[config.mk]
export PLATFORM = sky130hd
export DESIGN_NAME = pipe_stall_ctrl
export DESIGN_NICKNAME = d
export VERILOG_FILES = /design/src/rtl/pipe_stall_ctrl.sv
export SDC_FILE = /design/constraint.sdc
export NUM_CORES = 1
export LEC_CHECK = 0
export CORE_MARGIN = 2
export CORE_UTILIZATION = 35
export DETAILED_ROUTE_END_ITERATION = 7
export HOLD_SLACK_MARGIN = 0.05
export PLACE_DENSITY = 0.64
export SYNTH_ARGS = -nofsm -noshare
export SYNTH_HDL_FRONTEND = slang
export SYNTH_SLANG_ARGS = --single-unit
[constraint.sdc]
create_clock -name clk -period 3.4 [get_ports clk]
set_clock_uncertainty 0.05 [all_clocks]
set_input_delay 0.68 -clock clk [delete_from_list [all_inputs] [get_ports clk]]
set_output_delay 0.68 -clock clk [all_outputs]
set_load 0.03 [all_outputs]
[src/rtl/pipe_stall_ctrl.sv]
`default_nettype none
// ============================================================================
// Module   : pipe_stall_ctrl
// Purpose  : 5-stage pipeline stall/flush controller (memory wait, branch
//            flush, load-use) with saturating stall counter and sticky timeout.
// Revision : 1.0 - initial release
// ============================================================================
module pipe_stall_ctrl #(
    parameter int TIMEOUT = 255,
    parameter int CNT_W   = 16
) (
    input  logic             clk,
    input  logic             rst_n,
    input  logic             hazardflag,
    input  logic             branch_taken,
    input  logic             mem_req,
    input  logic             mem_ready,
    output logic             pcwrite,
    output logic             ifid_write,
    output logic             ifid_flush,
    output logic             idex_bubble,
    output logic             exmem_hold,
    output logic             memwb_bubble,
    output logic [1:0]       state,
    output logic [CNT_W-1:0] stall_count,
    output logic             mem_timeout
);

    localparam int WAIT_W = (TIMEOUT < 1) ? 1 : $clog2(TIMEOUT + 1);
    localparam logic [WAIT_W-1:0] c_timeout = WAIT_W'(TIMEOUT);
    localparam logic [CNT_W-1:0]  c_cnt_max = {CNT_W{1'b1}};

    typedef enum logic [1:0] {
        RUN      = 2'b00,
        MEMWAIT  = 2'b01,
        LU_STALL = 2'b10,
        FLUSH    = 2'b11
    } state_t;

    state_t            r_state;
    state_t            w_next_state;
    logic              w_mem_wait;
    logic [WAIT_W-1:0] r_wait_cnt;
    logic [CNT_W-1:0]  r_stall_count;
    logic              r_mem_timeout;

    // mem_ready is meaningful only alongside an outstanding request
    assign w_mem_wait = mem_req & ~mem_ready;

    always_ff @(posedge clk or negedge rst_n) begin
        if (!rst_n) begin
            r_state <= RUN;
        end else begin
            r_state <= w_next_state;
        end
    end

    always_comb begin
        w_next_state = RUN;
        pcwrite      = 1'b1;
        ifid_write   = 1'b1;
        ifid_flush   = 1'b0;
        idex_bubble  = 1'b0;
        exmem_hold   = 1'b0;
        memwb_bubble = 1'b0;
        if (w_mem_wait) begin
            pcwrite      = 1'b0;
            ifid_write   = 1'b0;
            exmem_hold   = 1'b1;
            memwb_bubble = 1'b1;
            w_next_state = MEMWAIT;
        end else if (branch_taken) begin
            // flush wins over the IF/ID load; ifid_write stays at its default
            ifid_flush   = 1'b1;
            idex_bubble  = 1'b1;
            w_next_state = FLUSH;
        end else if (hazardflag && (r_state == RUN)) begin
            pcwrite      = 1'b0;
            ifid_write   = 1'b0;
            idex_bubble  = 1'b1;
            w_next_state = LU_STALL;
        end
    end

    always_ff @(posedge clk or negedge rst_n) begin
        if (!rst_n) begin
            r_stall_count <= '0;
        end else if (!pcwrite && (r_stall_count != c_cnt_max)) begin
            r_stall_count <= r_stall_count + CNT_W'(1);
        end
    end

    // Counter restarts when a wait begins and counts only cycles spent in MEMWAIT
    always_ff @(posedge clk or negedge rst_n) begin
        if (!rst_n) begin
            r_wait_cnt    <= '0;
            r_mem_timeout <= 1'b0;
        end else if (w_mem_wait) begin
            if (r_state != MEMWAIT) begin
                r_wait_cnt <= '0;
            end else if (r_wait_cnt != c_timeout) begin
                r_wait_cnt <= r_wait_cnt + WAIT_W'(1);
                if ((r_wait_cnt + WAIT_W'(1)) == c_timeout) begin
                    r_mem_timeout <= 1'b1;
                end
            end
        end
    end

    assign state       = r_state;
    assign stall_count = r_stall_count;
    assign mem_timeout = r_mem_timeout;

endmodule
`default_nettype wire
==> results.py, run 1 <==
metrics = {
    "critical_path": {
        "critPathLaunch": "branch_taken",
        "crit_type": "in2out",
        "crit_path_top_delay_cell": "clkdlybuf4s50_1",
        "cp.required_ns": 2.67,
        "start_kind": "input port",
        "reg2reg_from": "state[0]",
        "r2r_slack_ns": 1.26,
        "cp-endpoint": "ifid_write",
        "r2r-end": "stall_count[14]",
        "cp-end-kind": "primary output",
        "worst-path-max-fanout": 8,
        "max_stage_delay_ns": 0.60,
        "r2r_cells": 4,
        "cp_common_cell": "clkdlybuf4s50_1",
        "cp_data_arrival_time_ns": 2.52,
        "worstPathCellList": "clkdlybuf4s50_1 > or4b_4 > and2_4 > clkdlybuf4s50_1",
    },
    "yosys": {
        "dominantRegCellSynth": "dfrtp_1",
        "yosys.cell_types.count": 40,
        "synthAdderAreaFrac_pct": 2.515,
        "ys_seq_area_share_pct": 45.26,
        "netlist_area_um2": 1493,
        "muxShareOfSynthArea_pct": 1.509,
        "synth_xor_area_share_pct": 9.388,
        "synth.area.top_cells": "dfrtp_1 (45%), xnor2_1 (5.9%), nand4_1 (3.8%), nand3_1 (3.7%), xor2_1 (3.5%)",
        "synth_compound_gate_area_share_pct": 12.24,
        "ys_ff_latch": 27,
        "synth_cells": 148,
        "synth_nets": 157,
        "syn-mean-instance-area_um2": 10.09,
        "ys_top_cells_by_count": "dfrtp_1 (27), nand3_1 (11), xnor2_1 (10)",
        "synth_edf_count": 0,
        "synth_top_area_share_pct": 45.26,
        "yosysTopAreaCell": "dfrtp_1",
        "async_reset_ff_share_pct": 100.0,
        "synth.most_common_cell": "dfrtp_1",
        "synth_top_family_by_area": "simple AND/OR/NAND/NOR gates",
        "yosys.area_share.simple_pct": 25.82,
        "ys_warn_count": 0,
    },
    "layout": {
        "instances_no_fill": 229,
        "final_area_um2": 1881,
        "utilization_pct": 46.35,
        "layout-drive-gt1-share_pct": 8.380,
        "nets": 189,
        "syn_to_final_growth_pct": 25.98,
        "n_antenna_cell": 0,
    },
    "drt": {
        "wire_per_inst_um": 15.11,
        "firstDrtPassIters": 4,
        "drcViolationCount": 0,
        "via_per_inst": 5.581,
        "finalWirelength_um": 3461,
        "drt_iter0_drc": 79,
        "ant_nets": 0,
        "vias": 1278,
    },
    "die": {
        "pin_count": 31,
        "dieHeight_um": 69.31,
        "core_area_um2": 4058,
        "initial_core_util_pct": 36.79,
        "die_w_um": 69.31,
        "rows": 23,
        "die_area_um2": 4803,
    },
    "timing": {
        "fin_ws_ns": 0.1491,
        "finalHoldViolations": 0,
        "timing.final.crit_share_pct": 95.62,
        "relSlewSlack_pct": 40.51,
        "period_minus_slack_ns": 3.251,
        "holdWs_ns": 0.4532,
        "rsz0062_at_grt": "no",
        "worst_pin_slew_ns": 0.8842,
        "finalMaxSlewViolations": 0,
        "setup_violations": 0,
        "max_clock_freq_mhz": 307.6,
        "setup_tns_ns": 0,
    },
    "power": {
        "power.leakage_nw": 0.7392,
        "clock_power_share_pct": 21.0,
        "p_total_mw": 0.8997,
        "pwr-share-comb_pct": 31.8,
        "power_frac_seq_pct": 47.3,
        "internal-power_mw": 0.5717,
        "switching_share_pct": 36.45,
        "switching_power_mw": 0.3280,
        "p_per_area_nw_per_um2": 478.4,
        "irDropWorstVdd_mv": 0.3331,
    },
    "clock_tree": {
        "cts_num_sinks": 27,
        "htree_num_levels": 1,
        "cts_buffers": 3,
        "root_buffer": "clkbuf_8",
        "clk_path_buf_depth": 2,
        "cts_resized": 0,
        "clkTransAtPathRegs_ns": 0.10,
        "post_cts_buffers": 0,
        "cts_tree": "yes",
        "insertion_delay_ns": 0.28,
        "postCtsHoldBufs": 0,
    },
    "placed_design": {
        "placed_area_um2": 1834,
        "gp_congestion": 0.8233,
        "place_inst": 225,
        "pre_cts_ws_ns": 0.1483,
        "hpwl_um": 2540,
        "numPortBuffers": 30,
    },
    "global_route": {
        "grt_pass1_wl_um": 5975,
        "gr-usage-all-layers_pct": 15.04,
        "grt_pass1_vias": 1292,
        "overflow": 0,
        "grt_max_degree": 28,
        "antenna_found_initial": 0,
    },
    "min_path": {
        "min_path_type": "reg2reg",
    },
    "job": {
        "drv_cap": 0,
    },
    "run_status": {
        "status": "complete, no violations",
    },
}
critical path: cells and delay by family:
family / cells / cell delay, ns
buf+inv: 2 / 1.06
simple gates: 2 / 0.78
layer usage:
metal / vias to the layer above / global-route usage [%] / wire (um)
met4: 0 / 4.575 / 56
met5: - / 0 / 0
met3: 6 / 4.215 / 164
met1: 627 / 18.24 / 1577
li1: 612 / - / -
met2: 33 / 25.85 / 1662
cells in the final DEF, fill, tap and decap left out, types with 3 or more instances in the layout:
| master | n |
|---|---|
| buf_4 | 3 |
| and2_1 | 4 |
| xor2_1 | 6 |
| nor4_1 | 4 |
| a21oi_1 | 9 |
| inv_1 | 3 |
| clkdlybuf4s50_1 | 29 |
| nand2_1 | 6 |
| nand4_1 | 9 |
| ha_1 | 3 |
| o31ai_1 | 4 |
| clkbuf_8 | 3 |
| nand3_1 | 11 |
| and4_1 | 4 |
| dfrtp_1 | 27 |
| nor2_1 | 9 |
| xnor2_1 | 10 |
| nand2b_1 | 4 |
| o21ai_0 | 7 |
logic make-up after synthesis:
| group | after synthesis |
|---|---|
| fa+ha+maj | 3 |
| mux | 2 |
| flops | 27 |
| buf+inv | 9 |
| xor+xnor | 16 |
| compound gates | 28 |
| simple gates | 63 |
registers in the layout (all words and copies together) (netlist names):
name and cells:
stall_count 16, r_wait_cnt 8, state 2, mem_timeout 1
worst min-delay path by stage:
| stage | from | to | slack (ns) | cells past startpoint |
|---|---|---|---|---|
| 6_report | mem_timeout | mem_timeout | 0.45 | 1 |
| 5_1_grt | mem_timeout | mem_timeout | 0.49 | 1 |
| 4_1_cts | stall_count[12] | stall_count[12] | 0.47 | 1 |
| 3_5_place_dp | mem_timeout | mem_timeout | 0.45 | 1 |
| 3_3_place_gp | mem_timeout | mem_timeout | 0.40 | 1 |
| 2_1_floorplan | rst_n | mem_timeout | 0.33 | 0 |
layout make-up:
| class | instances | area (um2) |
|---|---|---|
| flip-flops and latches | 27 | 675.6 |
| clock inverters | 1 | 5.005 |
| fillers | 385 | 2177 |
| multi-input cells | 112 | 768.2 |
| repair buffers | 32 | 312.8 |
| well taps | 50 | 62.56 |
| clock buffers | 3 | 41.29 |
| inverters | 4 | 15.01 |
power groups by stage:
stage	combinational [mW]	clock (mW)	sequential, mW
2_1_floorplan	0.102	0	0.491
3_3_place_gp	0.284	0	0.426
4_1_cts	0.290	0.195	0.425
6_report	0.286	0.189	0.425
3_5_place_dp	0.289	0	0.430
5_1_grt	0.307	0.207	0.435
(Power assumes the default switching activity.)
==> run 2, diff against run 1 <==
--- a/config.mk
+++ b/config.mk
@@ -10,6 +10,7 @@
 export DETAILED_ROUTE_END_ITERATION = 7
 export HOLD_SLACK_MARGIN = 0.05
 export PLACE_DENSITY = 0.64
+export SETUP_SLACK_MARGIN = 0.02
 export SYNTH_ARGS = -nofsm -noshare
 export SYNTH_HDL_FRONTEND = slang
 export SYNTH_SLANG_ARGS = --single-unit
==> results of run 2 <==
No change in the layout: final DEF, timing and power equal those of run 1.
==> run 3, diff against run 2 <==
--- a/config.mk
+++ b/config.mk
@@ -5,7 +5,6 @@
 export SDC_FILE = /design/constraint.sdc
 export NUM_CORES = 1
 export LEC_CHECK = 0
-export CORE_MARGIN = 2
 export CORE_UTILIZATION = 35
 export DETAILED_ROUTE_END_ITERATION = 7
 export HOLD_SLACK_MARGIN = 0.05
==> results.py, run 3 (synthesized netlist as in run 1, its figures left out) <==
metrics = {
    "placed_design": {
        "numPortBuffers": 30,
        "hpwl_um": 2493,
        "gp_congestion": 0.8992,
        "placed_area_um2": 1834,
    },
    "global_route": {
        "overflow": 0,
        "grt_pass1_wl_um": 5713,
        "top_usage_layer": "met2",
        "met2_usage_pct": 30.25,
        "grt_util_met1_pct": 19.35,
        "gr-usage-all-layers_pct": 16.79,
        "grt_max_degree": 28,
        "antenna_found_initial": 0,
        "use_met3_pct": 4.392,
        "grt_pass1_vias": 1256,
    },
    "layout": {
        "utilization_pct": 46.32,
        "layout_commonest_cell": "clkdlybuf4s50_1",
        "final_cell_mix": "clkdlybuf4s50_1 (29), dfrtp_1 (27), nand3_1 (11), xnor2_1 (10)",
        "syn_to_final_growth_pct": 25.90,
        "n_fill_cell": 386,
        "largest_register_ff_count": 16,
        "final_area_um2": 1879,
        "layout-drive-gt1-share_pct": 7.821,
        "nets": 189,
        "n_antenna_cell": 0,
    },
    "power": {
        "power.leakage_nw": 0.7365,
        "irDropWorstVdd_mv": 0.2950,
        "p_per_area_nw_per_um2": 478.8,
    },
    "timing": {
        "relSlewSlack_pct": 46.39,
        "rsz0062_at_grt": "no",
        "worst_pin_slew_ns": 0.7968,
        "setup_tns_ns": 0,
        "timing.final.crit_share_pct": 95.02,
        "finalMaxSlewViolations": 0,
        "max_clock_freq_mhz": 309.5,
        "period_minus_slack_ns": 3.231,
        "setup_violations": 0,
        "finalHoldViolations": 0,
        "holdWs_ns": 0.4445,
    },
    "clock_tree": {
        "insertion_delay_ns": 0.27,
        "postCtsHoldBufs": 0,
        "htree_num_levels": 1,
        "cts_buffers": 3,
        "post_cts_buffers": 0,
        "cts_tree": "yes",
        "cts_num_sinks": 27,
        "cts_resized": 0,
        "clkTransAtPathRegs_ns": 0.09,
        "root_buffer": "clkbuf_8",
        "clk_path_buf_depth": 2,
    },
    "critical_path": {
        "crit_buf_inv": 2,
        "crit_type": "in2out",
        "r2r-end": "stall_count[14]",
        "cp-end-kind": "primary output",
        "cp.required_ns": 2.67,
        "r2r_cells": 4,
        "max_stage_delay_ns": 0.59,
        "worst-path-max-fanout": 8,
        "worstPathCellList": "clkdlybuf4s50_1 > or4b_4 > and2_4 > clkdlybuf4s50_1",
        "cp_common_cell": "clkdlybuf4s50_1",
        "crit_family": "buffers and inverters",
        "crit_path_top_delay_cell": "clkdlybuf4s50_1",
        "r2r_slack_ns": 1.24,
        "reg2reg_from": "state[0]",
        "cp_data_arrival_time_ns": 2.50,
        "start_kind": "input port",
    },
    "min_path": {
        "whs_endpoint": "mem_timeout",
        "min_path_cells": 1,
        "min_path_type": "reg2reg",
        "hold_start": "mem_timeout",
    },
    "drt": {
        "firstDrtPassIters": 4,
        "via_per_inst": 5.576,
        "finalWirelength_um": 3378,
        "drcViolationCount": 0,
        "vias": 1277,
        "wire_per_inst_um": 14.75,
        "drt_iter0_drc": 90,
        "ant_nets": 0,
    },
    "die": {
        "dieHeight_um": 67.31,
        "rows": 23,
        "die_area_um2": 4530,
        "core_area_um2": 4058,
        "die_w_um": 67.31,
        "initial_core_util_pct": 36.79,
        "pin_count": 31,
    },
    "job": {
        "drv_cap": 0,
    },
    "run_status": {
        "status": "complete, no violations",
    },
}
-- run 3: layout make-up --
cell class	count	area, um2	share of cell area (%)
multi-input combinational	112	768.2	40.88
sequential	27	675.6	35.95
timing repair buffer	32	312.8	16.64
tap	50	62.56	3.329
clock buffer	4	45.04	2.397
inverter	4	15.01	0.7989
-- run 3: worst max-delay path by stage --
stage	start	slack (ns)	to	depth (start not counted)
floorplan	mem_ready	0.70	idex_bubble	4
global placement	branch_taken	0.18	ifid_write	4
detailed placement	branch_taken	0.16	pcwrite	4
CTS	branch_taken	0.16	pcwrite	4
global route	branch_taken	0.13	pcwrite	4
finish	branch_taken	0.17	pcwrite	4
-- run 3: report_power, final --
| part | switching (mW) | total (mW) | internal (mW) |
|---|---|---|---|
| registers | 0.0611 | 0.424 | 0.363 |
| logic | 0.160 | 0.287 | 0.127 |
| clock network | 0.104 | 0.189 | 0.0841 |
| total | 0.326 | 0.900 | 0.574 |
-- run 3: per-stage QoR --
step	power, mW	std cells	setup slack (ns)
after detailed placement	0.7179	225	0.1604
after global routing	0.9504	229	0.1338
after floorplan	0.5923	148	0.6956
final	0.8998	229	0.1692
after CTS	0.9050	229	0.1627
after global placement	0.7094	225	0.1812
-- run 3: worst reg2reg max path: cells and delay by family (launching register included) --
family | cells | cell delay (ns)
simple gates | 2 | 0.71
mux | 1 | 0.33
compound gates | 1 | 0.51
flops | 1 | 0.44
-- run 3: routing by layer --
metal | wire length (um) | up-vias
met5 | 0 | -
met4 | 63 | 0
met3 | 149 | 8
met2 | 1637 | 40
met1 | 1528 | 623
li1 | - | 606
